[src/rtl/muldiv_pkg.sv]
// Shared types and op codes for the multicycle multiply/divide sequencer.
// Optional signed operation is enabled with MULDIV_SIGNED_EN.
package muldiv_pkg;

    typedef enum logic [1:0] {IDLE, RUN, DONE} state_t;

    localparam logic [3:0] OP_MULT = 4'b0010;
    localparam logic [3:0] OP_DIV  = 4'b0011;

    localparam logic [63:0] DIV0_QUOT = {64{1'b1}};

endpackage

[src/rtl/muldiv_step.sv]
// One combinational iteration: shift-add multiply step or restoring divide step.
module muldiv_step #(
    parameter int unsigned WIDTH = 32
) (
    input  logic             mode,        // 0 = mult, 1 = div
    input  logic [WIDTH:0]   acc,         // product upper half / remainder
    input  logic [WIDTH-1:0] mcand,       // multiplicand / divisor
    input  logic [WIDTH-1:0] mplier,      // multiplier / quotient
    output logic [WIDTH:0]   acc_next,
    output logic [WIDTH-1:0] mplier_next
);

    logic [WIDTH:0]   sum;
    logic [WIDTH:0]   rem_sh;
    logic [WIDTH+1:0] diff;

    always_comb begin
        sum    = acc + (mplier[0] ? {1'b0, mcand} : '0);
        rem_sh = {acc[WIDTH-1:0], mplier[WIDTH-1]};
        // Extra top bit is the borrow of the trial subtraction.
        diff   = {1'b0, rem_sh} - {2'b00, mcand};
        if (!mode) begin
            acc_next    = {1'b0, sum[WIDTH:1]};
            mplier_next = {sum[0], mplier[WIDTH-1:1]};
        end else if (!diff[WIDTH+1]) begin
            acc_next    = diff[WIDTH:0];
            mplier_next = {mplier[WIDTH-2:0], 1'b1};
        end else begin
            acc_next    = rem_sh;
            mplier_next = {mplier[WIDTH-2:0], 1'b0};
        end
    end

endmodule

[src/rtl/muldiv_sequencer.sv]
// Multicycle mult/div unit with start/busy/done handshake and HI/LO results.
// Define MULDIV_SIGNED_EN for two's complement operands.
module muldiv_sequencer
    import muldiv_pkg::*;
#(
    parameter int unsigned WIDTH = 32,
    parameter int unsigned CNT_W = 6
) (
    input  logic             clk,
    input  logic             reset,
    input  logic             start,
    input  logic [3:0]       OP,
    input  logic [WIDTH-1:0] In1,
    input  logic [WIDTH-1:0] In2,
    output logic             busy,
    output logic             done,
    output logic             div_by_zero,
    output logic [WIDTH-1:0] hi,
    output logic [WIDTH-1:0] lo
);

    localparam logic [CNT_W-1:0] LastIter = CNT_W'(WIDTH - 1);

    state_t             state_q;
    logic [CNT_W-1:0]   cnt_q;
    logic [WIDTH:0]     acc_q, acc_nx;
    logic [WIDTH-1:0]   mq_q, mq_nx, dvs_q;
    logic               is_div_q, dz_q;
    logic               op_div, accept, dz_in;
    logic [WIDTH-1:0]   a_mag, b_mag, rem, quot, res_hi, res_lo;
    logic [2*WIDTH-1:0] prod;
`ifdef MULDIV_SIGNED_EN
    logic               neg_p_q, neg_r_q;
`endif

    assign op_div = (OP == OP_DIV);
    assign accept = start && ((OP == OP_MULT) || op_div) && (state_q != RUN);
    assign dz_in  = op_div && (In2 == '0);

    always_comb begin
        a_mag = In1;
        b_mag = In2;
`ifdef MULDIV_SIGNED_EN
        if (In1[WIDTH-1]) a_mag = -In1;
        if (In2[WIDTH-1]) b_mag = -In2;
`endif
    end

    muldiv_step #(
        .WIDTH (WIDTH)
    ) u_step (
        .mode        (is_div_q),
        .acc         (acc_q),
        .mcand       (dvs_q),
        .mplier      (mq_q),
        .acc_next    (acc_nx),
        .mplier_next (mq_nx)
    );

    always_comb begin
        prod = {acc_q[WIDTH-1:0], mq_q};
        quot = mq_q;
        rem  = acc_q[WIDTH-1:0];
`ifdef MULDIV_SIGNED_EN
        if (neg_p_q) prod = -prod;
        if (neg_p_q) quot = -quot;
        if (neg_r_q) rem  = -rem;
`endif
        if (dz_q) begin
            res_hi = acc_q[WIDTH-1:0];
            res_lo = DIV0_QUOT[WIDTH-1:0];
        end else if (is_div_q) begin
            res_hi = rem;
            res_lo = quot;
        end else begin
            res_hi = prod[2*WIDTH-1:WIDTH];
            res_lo = prod[WIDTH-1:0];
        end
    end

    always_ff @(posedge clk or posedge reset) begin
        if (reset) begin
            state_q     <= IDLE;
            cnt_q       <= '0;
            acc_q       <= '0;
            mq_q        <= '0;
            dvs_q       <= '0;
            is_div_q    <= 1'b0;
            dz_q        <= 1'b0;
            busy        <= 1'b0;
            done        <= 1'b0;
            div_by_zero <= 1'b0;
            hi          <= '0;
            lo          <= '0;
`ifdef MULDIV_SIGNED_EN
            neg_p_q     <= 1'b0;
            neg_r_q     <= 1'b0;
`endif
        end else begin
            done <= 1'b0;
            // Results publish on the edge leaving DONE; a start accepted on
            // that same edge must not hide this result's div_by_zero.
            if (state_q == DONE) begin
                hi          <= res_hi;
                lo          <= res_lo;
                done        <= 1'b1;
                div_by_zero <= dz_q;
            end else if (accept) begin
                div_by_zero <= 1'b0;
            end
            case (state_q)
                IDLE, DONE: begin
                    if (accept) begin
                        is_div_q <= op_div;
                        dz_q     <= dz_in;
                        cnt_q    <= '0;
                        mq_q     <= op_div ? a_mag : b_mag;
                        dvs_q    <= op_div ? b_mag : a_mag;
                        acc_q    <= dz_in ? {1'b0, In1} : '0;
`ifdef MULDIV_SIGNED_EN
                        neg_p_q  <= In1[WIDTH-1] ^ In2[WIDTH-1];
                        neg_r_q  <= In1[WIDTH-1];
`endif
                        state_q  <= dz_in ? DONE : RUN;
                        busy     <= !dz_in;
                    end else begin
                        state_q <= IDLE;
                    end
                end
                RUN: begin
                    acc_q <= acc_nx;
                    mq_q  <= mq_nx;
                    cnt_q <= cnt_q + CNT_W'(1);
                    if (cnt_q == LastIter) begin
                        state_q <= DONE;
                        busy    <= 1'b0;
                    end
                end
                default: state_q <= IDLE;
            endcase
        end
    end

endmodule

[config.mk]
export PLATFORM = sky130hd
export DESIGN_NAME = muldiv_sequencer
export DESIGN_NICKNAME = d
export VERILOG_FILES = /design/src/rtl/muldiv_pkg.sv /design/src/rtl/muldiv_step.sv /design/src/rtl/muldiv_sequencer.sv
export SDC_FILE = /design/constraint.sdc
export NUM_CORES = 1
export LEC_CHECK = 0
export BUFFER_PORTS_ARGS = -buffer_cell sky130_fd_sc_hd__buf_2
export CORE_MARGIN = 2
export CORE_UTILIZATION = 37
export DETAILED_ROUTE_END_ITERATION = 12
export PLACE_DENSITY_LB_ADDON = 0.2
export SLEW_MARGIN = 25
export SYNTH_ARGS = -nofsm -noshare
export SYNTH_HDL_FRONTEND = slang
export SYNTH_HIERARCHICAL = 1
export SYNTH_SLANG_ARGS = --single-unit
[constraint.sdc]
create_clock -name clk -period 5.6 [get_ports clk]
set_input_delay 1.12 -clock clk [delete_from_list [all_inputs] [get_ports clk]]
set_output_delay 1.12 -clock clk [all_outputs]
set_load 0.05 [all_outputs]
=== Yosys cells after proc, flatten, opt, wreduce, memory -nomap -nowiden ===
Cells that the tools add are included.

* Add/subtract/negate cells: 3
* Equality and inequality tests: 8
* Multiplexer cells: 25
* Reductions and logical operators: 13

{| class="wikitable"
|+ Operators with widths
! kind !! count
|-
| 2-to-1 mux 32 bit || 7
|-
| 2-to-1 mux 33 bit || 3
|-
| case mux 33 bit (2 select lines) || 1
|-
| case mux 32 bit (2 select lines) || 1
|-
| subtractor 33 x 32 -> 34 bit || 1
|-
| adder 33 bit || 1
|-
| logical NOT 32 bit || 1
|-
| case mux 6 bit (2 select lines) || 1
|-
| == test 4 x 2 -> 1 bit (second input constant) || 2
|-
| adder 6 x 1 -> 6 bit (second input constant) || 1
|-
| == test 6 x 5 -> 1 bit (second input constant) || 1
|-
| 2-to-1 mux 1 bit || 6
|-
| 2-to-1 mux 2 bit || 3
|-
| 2-to-1 mux 6 bit || 1
|-
| inequality test 2 bit (second input constant) || 2
|-
| case mux 2 bit (2 select lines) || 1
|-
| AND reduction 2 bit || 2
|-
| nonzero test 2 bit || 2
|-
| logical AND 1 bit || 3
|-
| AND reduction 3 bit || 1
|-
| == test 2 x 1 -> 1 bit (second input constant) || 1
|-
| == test 2 bit (second input constant) || 1
|-
| logical NOT 2 bit || 1
|-
| inequality test 2 x 1 -> 1 bit (second input constant) || 1
|-
| 4 further kinds || 4
|}

* Register bits after elaboration: 174
* Bits of input ports: 71
* Output and inout bits: 67

=== Logic depth before layout (Yosys ltp) ===
Gate-level depths: netlist (run 1).

* Word-level depth: 6
* Depth in mapped cells: 15
* Mapped depth without buffers: 14

=== Hierarchy ===
Netlist (run 1), hierarchy kept.

{| class="wikitable"
|+ By module, submodules not included
! module !! times used !! cells an instance !! area each (µm²) !! seq. area each (µm²)
|-
| muldiv_sequencer || 1 || 945 || 7980.2 || 4354.2
|-
| muldiv_step || 1 || 726 || 4889.7 || 0.0
|}

=== Least setup slack after synthesis (run 1) ===
No wires, ideal clock.

* Kind: reg2reg
* Start point: reg mq_q[0]
* End point: reg acc_q[27]
* Setup time: 124 ps
* Data arrival time: 3479 ps
* Required time: 5476 ps
* Setup slack: 1997 ps
* Cell stages (with the launch flop): 15
* Buffers on the path: 1
* Clock period less this slack: 3603 ps
* Cell sequence: dfrtp_1 > clkbuf_1 > and2_1 > ha_1 > fa_1 > a211oi_1 > o21ai_1 > a31oi_1 > nor3b_1 > or4b_1 > a41oi_1 > xor2_1 > o211ai_1 > a2bb2oi_1 > o21ai_1

* Word-level cells in the longest chain between the ends: 4

{| class="wikitable"
|+ RTL lines
! what !! line !! RTL
|-
| start, declared || muldiv_sequencer.sv:27 || <nowiki>logic [WIDTH-1:0] mq_q, mq_nx, dvs_q;</nowiki>
|-
| start signal, assigned || muldiv_sequencer.sv:117 || <nowiki>mq_q <= op_div ? a_mag : b_mag;</nowiki>
|-
| start signal, assigned || muldiv_sequencer.sv:132 || <nowiki>mq_q <= mq_nx;</nowiki>
|-
| 2-to-1 mux 32 bit || muldiv_step.sv:18 || <nowiki>sum = acc + (mplier[0] ? {1'b0, mcand} : '0);</nowiki>
|-
| adder 33 bit || muldiv_step.sv:18 ||
|-
| 2-to-1 mux 33 bit || muldiv_step.sv:22 || <nowiki>if (!mode) begin</nowiki>
|-
| via acc_nx[27] || muldiv_sequencer.sv:26 || <nowiki>logic [WIDTH:0] acc_q, acc_nx;</nowiki>
|-
| case mux 33 bit (2 select lines) || muldiv_sequencer.sv:111 || <nowiki>case (state_q)</nowiki>
|-
| end signal, assigned || muldiv_sequencer.sv:119 || <nowiki>acc_q <= dz_in ? {1'b0, In1} : '0;</nowiki>
|-
| end signal, assigned || muldiv_sequencer.sv:131 || <nowiki>acc_q <= acc_nx;</nowiki>
|-
| end, declared || muldiv_sequencer.sv:26 ||
|}

The timed path passes the listed nets, and every way through them passes these cells.
A chain may end at the register's enable or synchronous reset.

=== Worst setup path in the final report (run 1) ===
* Start point: reg mq_q[0]
* End point: reg acc_q[29]

Same word-level chain as after synthesis.

==> out/metrics.cfg, run 1 <==
[grt]
grt_pass1_vias=11865
use_met3=0.0410
gr-total-overflow=0
use_met2=0.366
antenna_found_initial=4
grtUsageTotal=0.247
top_usage_layer=met2
grt_start_max_net_pins=110
grt_util_met1=0.366
grt_pass1_wl_um=69600

[placed_design]
io_buffers=137
dp_hpwl_um=31700
pre_cts_ws_ns=1.66
place_congestion=0.909

[setup_path]
cp-start-kind=register
arrival_ns=4.35
crit_type=register to register
required_ns=5.92
critPathMaxStageDelay_ns=0.55
crit_top_cell=o21ai_1
path_cells=and2_1 > ha_1 > fa_1 > a211oi_1 > o21ai_1 > a31oi_1 > nor2_1 > a221oi_1 > o221ai_1 > xnor2_1 > a22oi_1 > a2bb2oi_1 > o21ai_1
worst_path_max_delay_cell=dfrtp_1
worstSetupEndpointType=register
path_delay_family=compound AO/OA/AOI/OAI gates
critical_path_buf_inv_count=0
crit_fanout=15

[cts]
h-tree-depth=4
cts_root_buf=clkbuf_16
numCtsBuffers=17
cts_setup_buffers=0
clk_latency_ns=0.44
cts_resized=0
cts_hold_buf=0
clk_pin_slew_ns=0.07
cts_sinks=174
ctsLongestPathBuffers=2
cts_tree=built

[synthesis]
synth.ff_latch_count=174
yosysTopAreaCell=dfrtp_1
synth_fa_ha_area_frac=0.0671
async_reset_ff_frac=1.00
avgSynthCellArea_um2=7.70
synth_cells=1671
yosys_warnings=6
synth.area.mux_share=0.0441
syn_nets=1809
synth_top_family_by_area=simple AND/OR/NAND/NOR gates
synthSimpleGateAreaFrac=0.242
synth-xor-area-share=0.0340
synth_compound_area_frac=0.213
synth_top_area_frac=0.338
yosys.cell_types.count=72
ys_seq_area_frac=0.338
yosysMostFrequentCell=nand2_1
yosys-top-cells-area=dfrtp_1 34%, nand2_1 11%, ha_1 6.3%, o21ai_0 4.6%, nor2_1 3.4%
synth_edf_count=0
ys.flop_type=dfrtp_1
yosys-top-cells-count=391 x nand2_1, 174 x dfrtp_1, 119 x o21ai_0, 118 x nor2_1, 84 x inv_1
syn_area_um2=12900

[routing]
dr_total_vias=12429
vias_per_cell=5.61
ant_nets=0
drc_errors=0
firstDrtPassIters=5
wl_um=44000
wl_per_cell_um=19.9
drtIter0Drc=1028

[sta]
fmax_mhz=248
fin_setup_tns_ns=0
hold_viol_final=0
period_share=0.719
worst_pin_slew_ns=0.987
final-setup-viol-count=0
rsz0062_at_grt=no
worst_slack_ns=1.57
slew_headroom=0.342
fin_skew_ns=0.00947
timing.hold.ws_ns=0.466
drv_slew=0
min_period_ns=4.03

[floorplan]
placementRows=68
die-area_um2=36300
start_util=0.374
die_w_um=191
coreArea_um2=34400
die_y_um=191
ios=138

[status]
status=complete, no violations

[finish]
area_growth_pct=12.2
num-nets-final=1884
drive_gt1_frac=0.134
diodes=0

[hold_path]
hold_class=register to register

[power]
power_density_nw_per_um2=603
vdd_drop_max_uv=226
leakagePower_nw=7.25

[job]
cap_viol_max_count=0

[final cells by class]
type,count,area (µm²)
tap,455,569
inverter,85,323
fill,3612,19900
clock buffer,22,464
sequential,174,4360
clock inverter,10,128
multi-input combinational,1313,7760
timing repair buffer,155,833
[registers in the layout, indices dropped and copies added, names as in the netlist, 2 cells and up]
signal,cells
acc_q,33
lo,32
state_q,2
hi,32
mq_q,32
cnt_q,6
dvs_q,32
[per-stage QoR]
stage          cell area, µm²  utilization  std cells  power (mW)
6_report                14400        0.420       2214        8.71
5_1_grt                 14400        0.420       2214        9.37
4_1_cts                 14400        0.420       2214        8.67
3_5_place_dp            13800        0.403       2182        7.37
3_3_place_gp            13800        0.403       2182        7.36
2_1_floorplan           12900            -       1671        5.97
[final timing paths]
path,startpoint,end,slack (ns),cells past startpoint
min reg2reg,hi[19],hi[19],0.47,2
max in group asynchronous,reset,acc_q[18],3.98,3
min in group asynchronous,reset,mq_q[6],0.83,3
max,mq_q[0],acc_q[29],1.57,13
max reg2reg,mq_q[0],acc_q[29],1.57,13
min,hi[19],hi[19],0.47,2
[where the power goes]
group	internal, mW	total (mW)	switching, mW
Sequential	1.71	2.24	0.538
Clock	0.689	1.25	0.561
Combinational	1.94	5.22	3.27
Total	4.34	8.71	4.37
[tightest hold or removal path: cells and delay by family, from the launching register on]
kind | cells | cell delay (ns)
and+or+nand+nor | 2 | 0.10
DFF | 1 | 0.34
[layout by cell type (no fill, tap or decap), drive strengths merged, types with 16 or more instances in the layout]
| cell | instances |
|---|---|
| nand2 | 391 |
| buf | 155 |
| xor2 | 16 |
| a31oi | 38 |
| mux2i | 23 |
| a2bb2oi | 34 |
| a21oi | 80 |
| and2 | 33 |
| ha | 65 |
| inv | 86 |
| a21o | 35 |
| xnor2 | 34 |
| o21ai | 183 |
| clkbuf | 22 |
| nand3 | 21 |
| nor3 | 17 |
| mux2 | 30 |
| and3 | 39 |
| nor2 | 120 |
| dfrtp | 174 |
[kinds of logic after synthesis]
logic type,count (synthesis)
and+or+nand+nor,695
AOI/OAI and AO/OA,447
buffers and inverters,184
DFF,174
adders and majority gates,68
muxes,53
xor gates and xnor gates,50
[per-layer routing]
metal	wire length, µm	vias to the layer above
met1	21400	5975
li1	-	5941
met5	57	-
met4	951	8
met3	2660	66
met2	19000	439
Power figures use the tool's default switching activity.
==> run 2, diff against run 1 <==
==> constraint.sdc (replaced) <==
create_clock -name clk -period 3.45 [get_ports clk]
set_input_delay 0.69 -clock clk [delete_from_list [all_inputs] [get_ports clk]]
set_output_delay 0.69 -clock clk [all_outputs]
set_load 0.05 [all_outputs]
==> run 2 against run 1 <==
- sequential cell count unchanged
- sequential power is 57% higher
- sequential share of layout area shrank 2.3 points
- clock-buffer cell count decreased by 4
- critical endpoint is now acc_q[27]
- highest routed layer unchanged
==> out/metrics.cfg, run 2 (synthesis gave the netlist of run 1 again) <==
[sta]
final-setup-viol-count=0  ; unchanged
period_share=0.976  ; +0.257
fin_skew_ns=0.0152  ; +0.00573 ns
worst_pin_slew_ns=0.848  ; -0.140 ns
slew_headroom=0.434  ; +0.0918
fmax_mhz=297  ; +20%
rsz0062_at_grt=yes
drv_slew=0  ; unchanged
worst_slack_ns=0.0845  ; -1.49 ns
min_period_ns=3.37  ; -0.660 ns
hold_viol_final=0  ; unchanged

[setup_path]
crit_type=register to register
critPathMaxStageDelay_ns=0.55  ; about the same
cp-start-kind=register
ff2ff_path_depth=13  ; unchanged
worstSetupEndpointType=register
crit_fanout=4  ; -11
arrival_ns=3.67  ; -0.68 ns
worst_path_max_delay_cell=or4b_4
path_cells=and2_1 > ha_2 > fa_2 > a211oi_4 > o21ai_2 > a31oi_4 > nor3b_2 > or4b_4 > a41oi_4 > xor2_1 > o211ai_1 > a2bb2oi_1 > o21ai_1
required_ns=3.76  ; -2.16 ns

[cts]
cts_root_buf=clkbuf_16
ctsLongestPathBuffers=2  ; unchanged
cts_tree=built
cts_sinks=174  ; unchanged
cts_hold_buf=0  ; unchanged
clk_latency_ns=0.45  ; about the same
clk_pin_slew_ns=0.07  ; about the same
numCtsBuffers=17  ; unchanged
h-tree-depth=4  ; unchanged

[placed_design]
dp_hpwl_um=34200  ; +7.9%
pre_cts_ws_ns=-0.136  ; -1.80 ns
io_buffers=137  ; unchanged
place_congestion=0.957  ; +5.2%
dp.cells=2297  ; +5.3%

[grt]
grt_pass1_vias=12415  ; +4.6%
grt_pass1_wl_um=72200  ; +3.8%
antenna_found_initial=1  ; -3
gr-total-overflow=0  ; unchanged
grt_start_max_net_pins=86  ; -22%
grtUsageTotal=0.257  ; +0.0105

[finish]
fin_util=0.456  ; +0.0357
final_common_cell=nand2_1
multi_input_area_um2=7960  ; +2.5%
drive_gt1_frac=0.206  ; +0.0719
layout_common_cells=391 x nand2_1, 169 x dfrtp_1, 137 x buf_2
diodes=0  ; unchanged
regMostFlops=acc_q
nFillCells=3515  ; -2.7%
stdcell_count=2333  ; +5.4%
num-nets-final=2005  ; +6.4%
area_growth_pct=21.7
regArea_um2=4360  ; +0.11%
largest_register_ffs=33  ; unchanged

[routing]
dr_total_vias=12947  ; +4.2%
drc_errors=0  ; unchanged
wl_um=46600  ; +5.8%
firstDrtPassIters=5  ; unchanged
drtIter0Drc=1399  ; +36%
ant_nets=0  ; unchanged
wl_per_cell_um=20.0  ; +0.37%
vias_per_cell=5.55  ; -1.1%

[power]
vdd_drop_max_uv=467  ; +110%
leakagePower_nw=7.89  ; +8.8%
power_density_nw_per_um2=1010  ; +67%

[floorplan]
coreArea_um2=34400  ; unchanged
placementRows=68  ; unchanged
die_w_um=191  ; unchanged
ios=138  ; unchanged
die_y_um=191  ; unchanged
die-area_um2=36300  ; unchanged
start_util=0.374  ; unchanged

[status]
status=complete, no violations

[job]
cap_viol_max_count=0  ; unchanged

[hold_path]
hold_class=input pin to async pin

[run 2: where the power goes]
part,switching (mW),internal [mW]
sequential,0.734,2.77
clock,0.953,1.08
combinational,5.95,4.30
total,7.64,8.16
[run 2: path summary, 6_finish.rpt]
kind                             endpoint  slack (ns)     from
min in group clk                    hi[7]        0.47    hi[7]
worst max register to register  acc_q[27]        0.08  mq_q[0]
worst max-delay path            acc_q[27]        0.08  mq_q[0]
worst min register to register      hi[7]        0.47    hi[7]
worst min-delay path                lo[5]        0.22    reset
max in group asynchronous       acc_q[27]        2.42    reset
[run 2: layout make-up]
| cell class | instances | area share |
|---|---|---|
| Clock inverter | 12 | 0.00959 |
| Sequential cell | 174 | 0.278 |
| Clock buffer | 18 | 0.0274 |
| Inverter | 85 | 0.0206 |
| Timing Repair Buffer | 276 | 0.120 |
| Tap cell | 455 | 0.0364 |
| Multi-Input combinational cell | 1313 | 0.508 |
[run 2: through the flow]
stage	hold WS, ns	area (µm²)	TNS [ns]	power, mW
floorplan	0.463	12900	0	9.70
global placement	0.453	14800	-0.247	13.2
detailed placement	0.457	14800	-0.275	13.2
CTS	0.475	15400	0	15.4
global route	0.234	15700	-0.0455	16.9
finish	0.218	15700	0	15.8
[run 2: timing repair]
item,in CTS,in global routing
endpoints found under the hold margin,0,0
pin swaps,0,16
endpoints found under the setup margin,3,13
buffers inserted,0,6
gates resized for setup,3,39
[run 2: layer usage]
layer  wire length [µm]  GRT usage
met4                937     0.0698
met1              22800      0.387
met5                 11          0
met3               2940     0.0394
met2              19900      0.380
[run 2: worst max-delay path, delay by kind of cell, from the launching register on]
kind,cells,cell delay [ns]
XOR/XNOR,1,0.19
AO/OA/AOI/OAI,7,1.24
adder cells (fa/ha/maj),2,0.58
AND/OR/NAND/NOR,3,0.78
flip-flops,1,0.44
